===== config.mk =====
export PLATFORM = sky130hd
export DESIGN_NAME = conv_deserializer
export DESIGN_NICKNAME = d
export VERILOG_FILES = /design/src/rtl/conv_deserializer.sv
export SDC_FILE = /design/constraint.sdc
export NUM_CORES = 1
export LEC_CHECK = 0
export CAP_MARGIN = 20
export CORE_MARGIN = 1.5
export CORE_UTILIZATION = 42
export CTS_BUF_LIST = sky130_fd_sc_hd__clkbuf_4
export CTS_CLUSTER_SIZE = 16
export DETAILED_ROUTE_END_ITERATION = 16
export PLACE_DENSITY = 0.65
export SLEW_MARGIN = 20
export SYNTH_ARGS = -nofsm -noshare
export SYNTH_HDL_FRONTEND = slang
export SYNTH_SLANG_ARGS = --single-unit

===== constraint.sdc =====
create_clock -name CLK -period 2.75 [get_ports CLK]
set_input_delay 0.275 -clock CLK [delete_from_list [all_inputs] [get_ports CLK]]
set_output_delay 0.275 -clock CLK [all_outputs]
set_load 0.005 [all_outputs]

===== src/rtl/conv_deserializer.sv =====
// Receive side of the conv 2:1 DDR serial link: recovers bit pairs on both clock edges,
// packs them into words and locks word alignment onto a repeated sync word.
module conv_deserializer #(
    parameter int                 PAIRS      = 4,
    parameter logic [2*PAIRS-1:0] SYNC_WORD  = 8'hB4,
    parameter int                 LOCK_COUNT = 3
) (
    input  logic               CLK,
    input  logic               RESET,
    input  logic               SERIAL_IN,
    input  logic               RESYNC,
    output logic               PAR_OUT1,
    output logic               PAR_OUT2,
    output logic               PAIR_VALID,
    output logic [2*PAIRS-1:0] WORD_OUT,
    output logic               WORD_VALID,
    output logic               LOCKED,
    output logic               ALIGN_ERR,
    output logic [1:0]         dbg_state
);
    localparam int WORD_W = 2 * PAIRS;
    localparam int FC_W   = $clog2(PAIRS + 1);
    localparam int PH_W   = (PAIRS > 1) ? $clog2(PAIRS) : 1;
    localparam int MC_W   = $clog2(LOCK_COUNT + 1);

    typedef enum logic [1:0] {
        ST_HUNT   = 2'd0,
        ST_CHECK  = 2'd1,
        ST_LOCKED = 2'd2
    } state_t;

    state_t            state;
    logic              neg_q;
    logic              started;
    logic [WORD_W-1:0] sr;
    logic [FC_W-1:0]   fill_cnt;
    logic [PH_W-1:0]   phase;
    logic [MC_W-1:0]   match_cnt;

    logic fill_full;
    logic boundary;
    logic sync_hit;

    assign fill_full = (fill_cnt == FC_W'(PAIRS));
    assign boundary  = (phase == '0);
    assign sync_hit  = (sr == SYNC_WORD);
    assign dbg_state = state;

    // High-phase bit, held across the low phase until the next rising edge.
    always_ff @(negedge CLK or posedge RESET) begin
        if (RESET) begin
            neg_q <= 1'b0;
        end else begin
            neg_q <= SERIAL_IN;
        end
    end

    always_ff @(posedge CLK or posedge RESET) begin
        if (RESET) begin
            PAR_OUT1   <= 1'b0;
            PAR_OUT2   <= 1'b0;
            PAIR_VALID <= 1'b0;
            WORD_OUT   <= '0;
            WORD_VALID <= 1'b0;
            LOCKED     <= 1'b0;
            ALIGN_ERR  <= 1'b0;
            started    <= 1'b0;
            sr         <= '0;
            fill_cnt   <= '0;
            phase      <= '0;
            match_cnt  <= '0;
            state      <= ST_HUNT;
        end else begin
            PAR_OUT1   <= SERIAL_IN;
            PAR_OUT2   <= neg_q;
            sr         <= {sr[WORD_W-3:0], SERIAL_IN, neg_q};
            started    <= 1'b1;
            PAIR_VALID <= started;
            WORD_VALID <= 1'b0;
            ALIGN_ERR  <= 1'b0;
            if (started && !fill_full) begin
                fill_cnt <= fill_cnt + 1'b1;
            end
            phase <= (phase == PH_W'(PAIRS - 1)) ? '0 : phase + 1'b1;

            // Fill count and sr survive RESYNC so HUNT can match on the very next cycle.
            if (RESYNC) begin
                state     <= ST_HUNT;
                LOCKED    <= 1'b0;
                match_cnt <= '0;
            end else begin
                case (state)
                    ST_HUNT: begin
                        if (fill_full && sync_hit) begin
                            phase     <= PH_W'((PAIRS > 1) ? 1 : 0);
                            match_cnt <= MC_W'(1);
                            if (LOCK_COUNT == 1) begin
                                state  <= ST_LOCKED;
                                LOCKED <= 1'b1;
                            end else begin
                                state <= ST_CHECK;
                            end
                        end
                    end
                    ST_CHECK: begin
                        if (boundary) begin
                            if (sync_hit) begin
                                match_cnt <= match_cnt + 1'b1;
                                if (match_cnt == MC_W'(LOCK_COUNT - 1)) begin
                                    state  <= ST_LOCKED;
                                    LOCKED <= 1'b1;
                                end
                            end else begin
                                ALIGN_ERR <= 1'b1;
                                match_cnt <= '0;
                                state     <= ST_HUNT;
                            end
                        end
                    end
                    ST_LOCKED: begin
                        if (boundary) begin
                            WORD_OUT   <= sr;
                            WORD_VALID <= 1'b1;
                        end
                    end
                    default: begin
                        state     <= ST_HUNT;
                        LOCKED    <= 1'b0;
                        match_cnt <= '0;
                    end
                endcase
            end
        end
    end
endmodule


==> summary.md, run 1 <==
| Metric | Value |
|---|---|
| Largest net degree at the start of global routing | `31` |
| CTS Root Buffer Type | `sky130_fd_sc_hd__clkbuf_4` |
| Max VDD drop | `0.381 mV` |
| Yosys warns | `0` |
| Die width | `57.1 um` |
| Sequential Power Share | `58.2%` |
| Final HPWL from detailed placement | `1350 um` |
| CP top delay family | `buffers and inverters` |
| Overflow after GRT | `0` |
| PwrDens | `594 nW/um2` |
| Cell with the most instances after synthesis | `sky130_fd_sc_hd__dfrtp_1` |
| Sw power | `0.236 mW` |
| Type of element capturing the critical path | `register` |
| Via total after detailed routing | `752` |
| Total design power | `0.899 mW` |
| Cell area after technology mapping | `1230 um2` |
| Status | `finished clean` |
| Routed wire length | `1930 um` |
| Bufs on Longest Clock Path | `2` |
| Kind of start point of the critical path | `input port` |
| Area occupied by multi-input gates | `422 um2` |
| Worst-case setup margin in the final layout | `0.843 ns` |
| Global placement routability congestion | `0.858` |
| Post-route core utilization | `54.9%` |
| Hold-fix buffers at CTS | `0` |
| Biggest area contributors in the synthesized netlist | `sky130_fd_sc_hd__dfrtp_1 61%, sky130_fd_sc_hd__mux2_2 8.2%, sky130_fd_sc_hd__ha_1 5.1%` |
| Diode insertion count for antenna repair | `0` |
| Post-synthesis cell count | `90` |
| Layout fillers | `252` |
| Clock network latency to the later pin of the worst-skew pair | `0.33 ns` |
| Hold Crit Class | `in2async` |
| Worst endpoint data arrival time | `0.69 ns` |
| Row cnt | `19` |
| Crit Path Class | `in2reg` |
| Number of flops mapped to enable cells by yosys | `0` |
| Final routed DRC violation total | `0` |
| Number of violations of the max-capacitance limit | `0` |
| Wirelength per Cell | `13.0 um` |
| Signed area change from the synthesized netlist to the final layout | `23.2%` |
| Starting density of the core | `44.6%` |
| Net count after synthesis | `99` |
| TritonCTS clock tree | `done` |
| Floorplan core area | `2760 um2` |
| Clock share of power | `27.4%` |
| Leakage | `0.711 nW` |
| Global Route Usage Sum | `14.7%` |
| Post-layout net count | `125` |
| Synth top cells by count | `30 x sky130_fd_sc_hd__dfrtp_1, 9 x sky130_fd_sc_hd__mux2_2, 7 x sky130_fd_sc_hd__inv_1` |
| Number of setup violations in the final report | `0` |
| Ports | `20` |
| Share of synthesized flip-flops with an asynchronous set or reset | `100%` |
| Number of antenna violations at the first check in global routing | `0` |
| Clock sink count | `31` |
| Post-cts gate resize count | `0` |
| H-tree depth | `2` |
| Number of storage elements in the synthesis netlist | `31` |
| CP max stage delay | `0.41 ns` |
| Cts bufs inserted | `5` |
| Summed negative setup slack over all endpoints | `0 ns` |
| Sequential share of the synthesized area | `63.1%` |
| Final Hold Violating Endpoints | `0` |
| RSZ-0062 raised after global routing | `no` |
| Internal portion of total power | `0.663 mW` |
| Worst path required time | `1.53 ns` |
| Main synth FF type | `sky130_fd_sc_hd__dfrtp_1` |
| Fin Clk Skew | `0.0101 ns` |
| Cell type of the slowest stage on the worst timing path | `sky130_fd_sc_hd__clkdlybuf4s50_1` |
| DRC marker count from the first detailed-route iteration | `8` |
| Top cell type by total area after synthesis | `sky130_fd_sc_hd__dfrtp_1` |
| Clock slew at reported path FFs | `0.09 ns` |
| Highest net fanout along the worst path | `2` |
| Number of buffer and inverter stages on the critical path | `1` |
| Final slew viol count | `0` |
| Postcts setup bufs | `0` |
| Ordered list of cells on the worst path | `clkdlybuf4s50_1` |
| Switching part of the total | `26.2%` |
| Post-route ant nets | `0` |
| Synthesized area divided by synthesized cell count | `13.7 um2` |
| Die area | `3260 um2` |
| Part of the total power dissipated in combinational logic | `14.4%` |
| Pre-CTS setup slack | `0.513 ns` |
| Port-buffer cells | `19` |
| Fraction of synthesized cell area taken by the top area cell type | `61.1%` |
| Wire length of the first global-routing pass | `3560 um` |
| Share of post-route cells with drive strength above 1 | `19.7%` |
| Vertical die dimension | `57.1 um` |
| R2R setup slack | `0.94 ns` |
| Post-synthesis cell type count | `33` |
| Via count of the first global-routing pass | `802` |
| Number of vias per cell | `5.08` |
| Sequential cell area | `776 um2` |
| First-pass iteration count of the detailed router | `3` |
-- per-stage QoR --
step	instances	cell area, um2	hold slack [ns]
finish	148	1510	0.337
global route	148	1510	0.385
CTS	148	1510	0.337
detailed placement	140	1460	0.380
global placement	140	1460	0.368
floorplan	90	1230	0.306
-- placed cells by master, fill, tap and decap left out, drive strengths merged, types with 2 or more instances in the layout --
cell type      netlist  routed
clkinv               0       2
a21oi                5       5
dfrtp               30      30
clkdlybuf4s50        0      19
or4                  2       2
nand2                4       4
inv                  7       7
nor2                 2       2
clkbuf               0       6
mux2                 9       9
o21ai                3       3
ha                   5       5
-- logic make-up (layout without fill, tap and decap cells) --
family	count (synthesis)	after routing	synth area share [%]
and+or+nand+nor	22	22	12.9
AOI/OAI and AO/OA	13	13	7.03
xor gates and xnor gates	1	1	0.713
buffers and inverters	8	35	2.55
other	1	1	0.305
muxes	9	9	8.25
DFF	31	31	63.1
adders and majority gates	5	5	5.09
-- layer usage --
layer  wire length, um  vias up  global-route usage, %
li1                  -      364                      -
met1               884      372                   18.8
met2               916       13                   22.7
met3                93        3                   6.12
met4                36        0                   4.98
met5                 0        -                      0
-- state kept, by name, indices dropped and copies added, names as in the netlist, 2 cells and up --
signal	cells
match_cnt	2
phase	2
dbg_state	2
fill_cnt	3
WORD_OUT	8
sr	8
-- power groups by stage --
| stage | clock network [mW] | logic (mW) | registers [mW] |
|---|---|---|---|
| final | 0.247 | 0.129 | 0.523 |
| after global routing | 0.284 | 0.154 | 0.529 |
| after CTS | 0.264 | 0.133 | 0.523 |
| after detailed placement | 0 | 0.132 | 0.532 |
| after global placement | 0 | 0.123 | 0.527 |
| after floorplan | 0 | 0.0975 | 0.524 |
-- worst paths after layout --
kind | from | endpoint | depth (start not counted)
max | SERIAL_IN | neg_q$_DFF_NP0_ | 1
min | RESET | sr[7]$_DFF_PP0_ | 3
max reg2reg | neg_q$_DFF_NP0_ | sr[0]$_DFF_PP0_ | 0
min reg2reg | sr[5]$_DFF_PP0_ | sr[7]$_DFF_PP0_ | 0
min in group CLK | sr[5]$_DFF_PP0_ | sr[7]$_DFF_PP0_ | 0
max in group asynchronous | RESET | neg_q$_DFF_NP0_ | 2
-- cell type report --
| class | instances | area share [%] |
|---|---|---|
| multi-input combinational | 51 | 27.9 |
| clock buffer | 6 | 2.98 |
| clock inverter | 2 | 0.579 |
| inverter | 7 | 1.74 |
| tap | 31 | 2.56 |
| sequential | 31 | 51.2 |
| timing repair buffer | 20 | 13.1 |
Power figures use the tool's default switching activity.
==> run 2: changes to the inputs <==
PLACE_DENSITY = 0.68   (was 0.65)
clock period = 1.6 ns   (was 2.75 ns; I/O delays follow)
==> run 2 against run 1 <==
Die area is the same. Critical path depth grew 3. Cell count grew 13%. First-iteration DRC count rose by 88%. Sequential share of layout area shrank 5.8 points. Clock power rose by 130%. Routed wire length increased by 18%. Sequential power up 69%. Combinational power grew to 3.0 times the previous value. Critical endpoint is now dbg_state[1]$_DFFE_PP0P_. Largest cell class unchanged. Largest power group unchanged.
==> summary.md, run 2 (synthesis results as in run 1) <==
| Metric | Value |
|---|---|
| Summed negative setup slack over all endpoints | `0 ns (unchanged)` |
| Hold Crit Class | `in2async` |
| Starting density of the core | `44.6% (unchanged)` |
| CTS Root Buffer Type | `sky130_fd_sc_hd__clkbuf_4` |
| Sw power | `0.459 mW (+94%)` |
| First-pass iteration count of the detailed router | `4 (+1)` |
| Fin Clk Skew | `0.0118 ns (+0.00166 ns)` |
| H-tree depth | `2 (unchanged)` |
| Number of antenna violations at the first check in global routing | `0 (unchanged)` |
| Number of violations of the max-capacitance limit | `0 (unchanged)` |
| Path depth of the worst reg2reg path | `4 (+4)` |
| Share of post-route cells with drive strength above 1 | `33.8% (+14 points)` |
| Final routed DRC violation total | `0 (unchanged)` |
| Row cnt | `19 (unchanged)` |
| Total design power | `1.85 mW (+110%)` |
| Status | `finished clean` |
| Die area | `3260 um2 (unchanged)` |
| Final slew viol count | `0 (unchanged)` |
| Overflow after GRT | `0 (unchanged)` |
| Layout fillers | `219 (-13%)` |
| Final clock period utilization by the worst path | `99.6%` |
| Bufs on Longest Clock Path | `2 (unchanged)` |
| Number of buffer and inverter stages on the critical path | `0 (-1)` |
| Part of the total power dissipated in combinational logic | `20.8% (+6.4 points)` |
| Cell type of the slowest stage on the worst timing path | `sky130_fd_sc_hd__or4_1` |
| Signed area change from the synthesized netlist to the final layout | `39.0%` |
| Registers with the most flip-flops | `WORD_OUT (8), sr (8), fill_cnt (3)` |
| Floorplan core area | `2760 um2 (unchanged)` |
| Most common cell after layout, fill and taps aside | `sky130_fd_sc_hd__dfrtp_1` |
| Critical Path Start | `sr[0]$_DFF_PP0_` |
| Final Hold Violating Endpoints | `0 (unchanged)` |
| Post-layout net count | `144 (+15%)` |
| Internal portion of total power | `1.39 mW (+110%)` |
| Sequential Power Share | `47.9% (-10 points)` |
| Routed length on met2 | `1160 um (+26%)` |
| Wire length the detailed router placed on met1 | `948 um (+7.2%)` |
| Routed wire length | `2290 um (+18%)` |
| Ordered list of cells on the worst path | `nor4b_4, nand4_2, or4_1, a21oi_1` |
| Worst endpoint data arrival time | `1.85 ns (+1.16 ns)` |
| Number of cells on the critical path | `4 (+3)` |
| RSZ-0062 raised after global routing | `yes` |
| Number of vias per cell | `5.14 (+1.1%)` |
| Via count of the first global-routing pass | `895 (+12%)` |
| Type of element capturing the critical path | `register` |
| Final HPWL from detailed placement | `1590 um (+17%)` |
| PwrDens | `1080 nW/um2 (+83%)` |
| Top layer in use | `met4` |
| Post-route core utilization | `61.9% (+7.0 points)` |
| Clock network latency to the later pin of the worst-skew pair | `0.33 ns (about the same)` |
| Ports | `20 (unchanged)` |
| Max VDD drop | `0.963 mV (+150%)` |
| Final critical path time including I/O delays and setup | `1.59 ns` |
| Largest net degree at the start of global routing | `31 (unchanged)` |
| Cts bufs inserted | `5 (unchanged)` |
| Vertical die dimension | `57.1 um (unchanged)` |
| Port-buffer cells | `19 (unchanged)` |
| Kind of start point of the critical path | `register` |
| Peak Freq | `628 MHz` |
| Origin of the critical flop-to-flop path | `sr[0]$_DFF_PP0_` |
| Crit Path Class | `reg2reg` |
| Post-route ant nets | `0 (unchanged)` |
| Die width | `57.1 um (unchanged)` |
| TritonCTS clock tree | `done` |
| Number of setup violations in the final report | `0 (unchanged)` |
| DRC marker count from the first detailed-route iteration | `15 (+7)` |
| Diode insertion count for antenna repair | `0 (unchanged)` |
| Switching part of the total | `24.8% (-1.5 points)` |
| Worst Hold Margin | `0.240 ns (-0.0963 ns)` |
| Leakage | `0.804 nW (+13%)` |
| Highest net fanout along the worst path | `4 (+2)` |
| CP max stage delay | `0.50 ns (+0.09 ns)` |
| Top library cells by usage in the layout, fill and taps aside | `30 x sky130_fd_sc_hd__dfrtp_1, 20 x sky130_fd_sc_hd__buf_4, 19 x sky130_fd_sc_hd__clkdlybuf4s50_1, 9 x sky130_fd_sc_hd__mux2_2, 7 x sky130_fd_sc_hd__inv_1` |
| Clock slew at reported path FFs | `0.10 ns (about the same)` |
| Clock sink count | `31 (unchanged)` |
| Worst path required time | `1.86 ns (+0.33 ns)` |
| Global placement routability congestion | `0.825 (-3.8%)` |
| WL met3 | `127 um (+37%)` |
| Wire length of the first global-routing pass | `4080 um (+15%)` |
| CP top delay family | `simple AND/OR/NAND/NOR gates` |
| Clock share of power | `31.3% (+3.9 points)` |
| Via total after detailed routing | `858 (+14%)` |
| Global Route Usage Sum | `17.0% (+2.3 points)` |
| Wirelength per Cell | `13.7 um (+5.0%)` |
run 2: worst paths after layout:
path | endpoint | slack [ns]
setup / recovery | dbg_state[1]$_DFFE_PP0P_ | 0.007
hold / removal | LOCKED$_DFFE_PP0P_ | 0.24
setup reg to reg | dbg_state[1]$_DFFE_PP0P_ | 0.007
hold reg to reg | sr[7]$_DFF_PP0_ | 0.40
max in group asynchronous | neg_q$_DFF_NP0_ | 0.79
min in group CLK | sr[1]$_DFF_PP0_ | 0.30
run 2: per-layer routing:
metal  vias to the layer above  track usage, %
li1                        406               -
met1                       422            21.3
met2                        22            25.8
met3                         8            5.44
met4                         0            9.97
met5                         -               0
run 2: what timing repair did:
action,CTS,global route
buffers inserted,6,1
setup endpoints to repair,1,9
hold buffers,0,0
pin swaps,6,2
gates resized for setup,4,2
hold endpoints to repair,0,0
run 2: area by class of cell:
class	count	area [um2]	share of cell area, %
tap	31	38.8	2.27
sequential	31	776	45.4
inverter	7	26.3	1.54
timing repair buffer	39	340	19.9
clock buffer	5	37.5	2.20
multi-input combinational	51	450	26.4
clock inverter	3	38.8	2.27
run 2: worst register-to-register path: cells and delay by family, from the launching register on:
family,cells,cell delay [ns]
AOI/OAI and AO/OA,1,0.14
DFF,1,0.41
and+or+nand+nor,3,0.99
run 2: metrics by stage:
| step | setup slack [ns] | std cells | area [um2] |
|---|---|---|---|
| global placement | -0.0969 | 152 | 1550 |
| floorplan | 0.0206 | 90 | 1230 |
| global route | -0.0754 | 167 | 1710 |
| CTS | 0.00527 | 166 | 1690 |
| finish | 0.00673 | 167 | 1710 |
| detailed placement | -0.164 | 152 | 1550 |
run 2: power by group through the flow:
stage,combinational (mW),sequential (mW),clock [mW]
5_1_grt,0.439,0.897,0.627
2_1_floorplan,0.168,0.901,0
3_5_place_dp,0.293,0.902,0
3_3_place_gp,0.274,0.898,0
6_report,0.386,0.886,0.579
4_1_cts,0.369,0.884,0.591
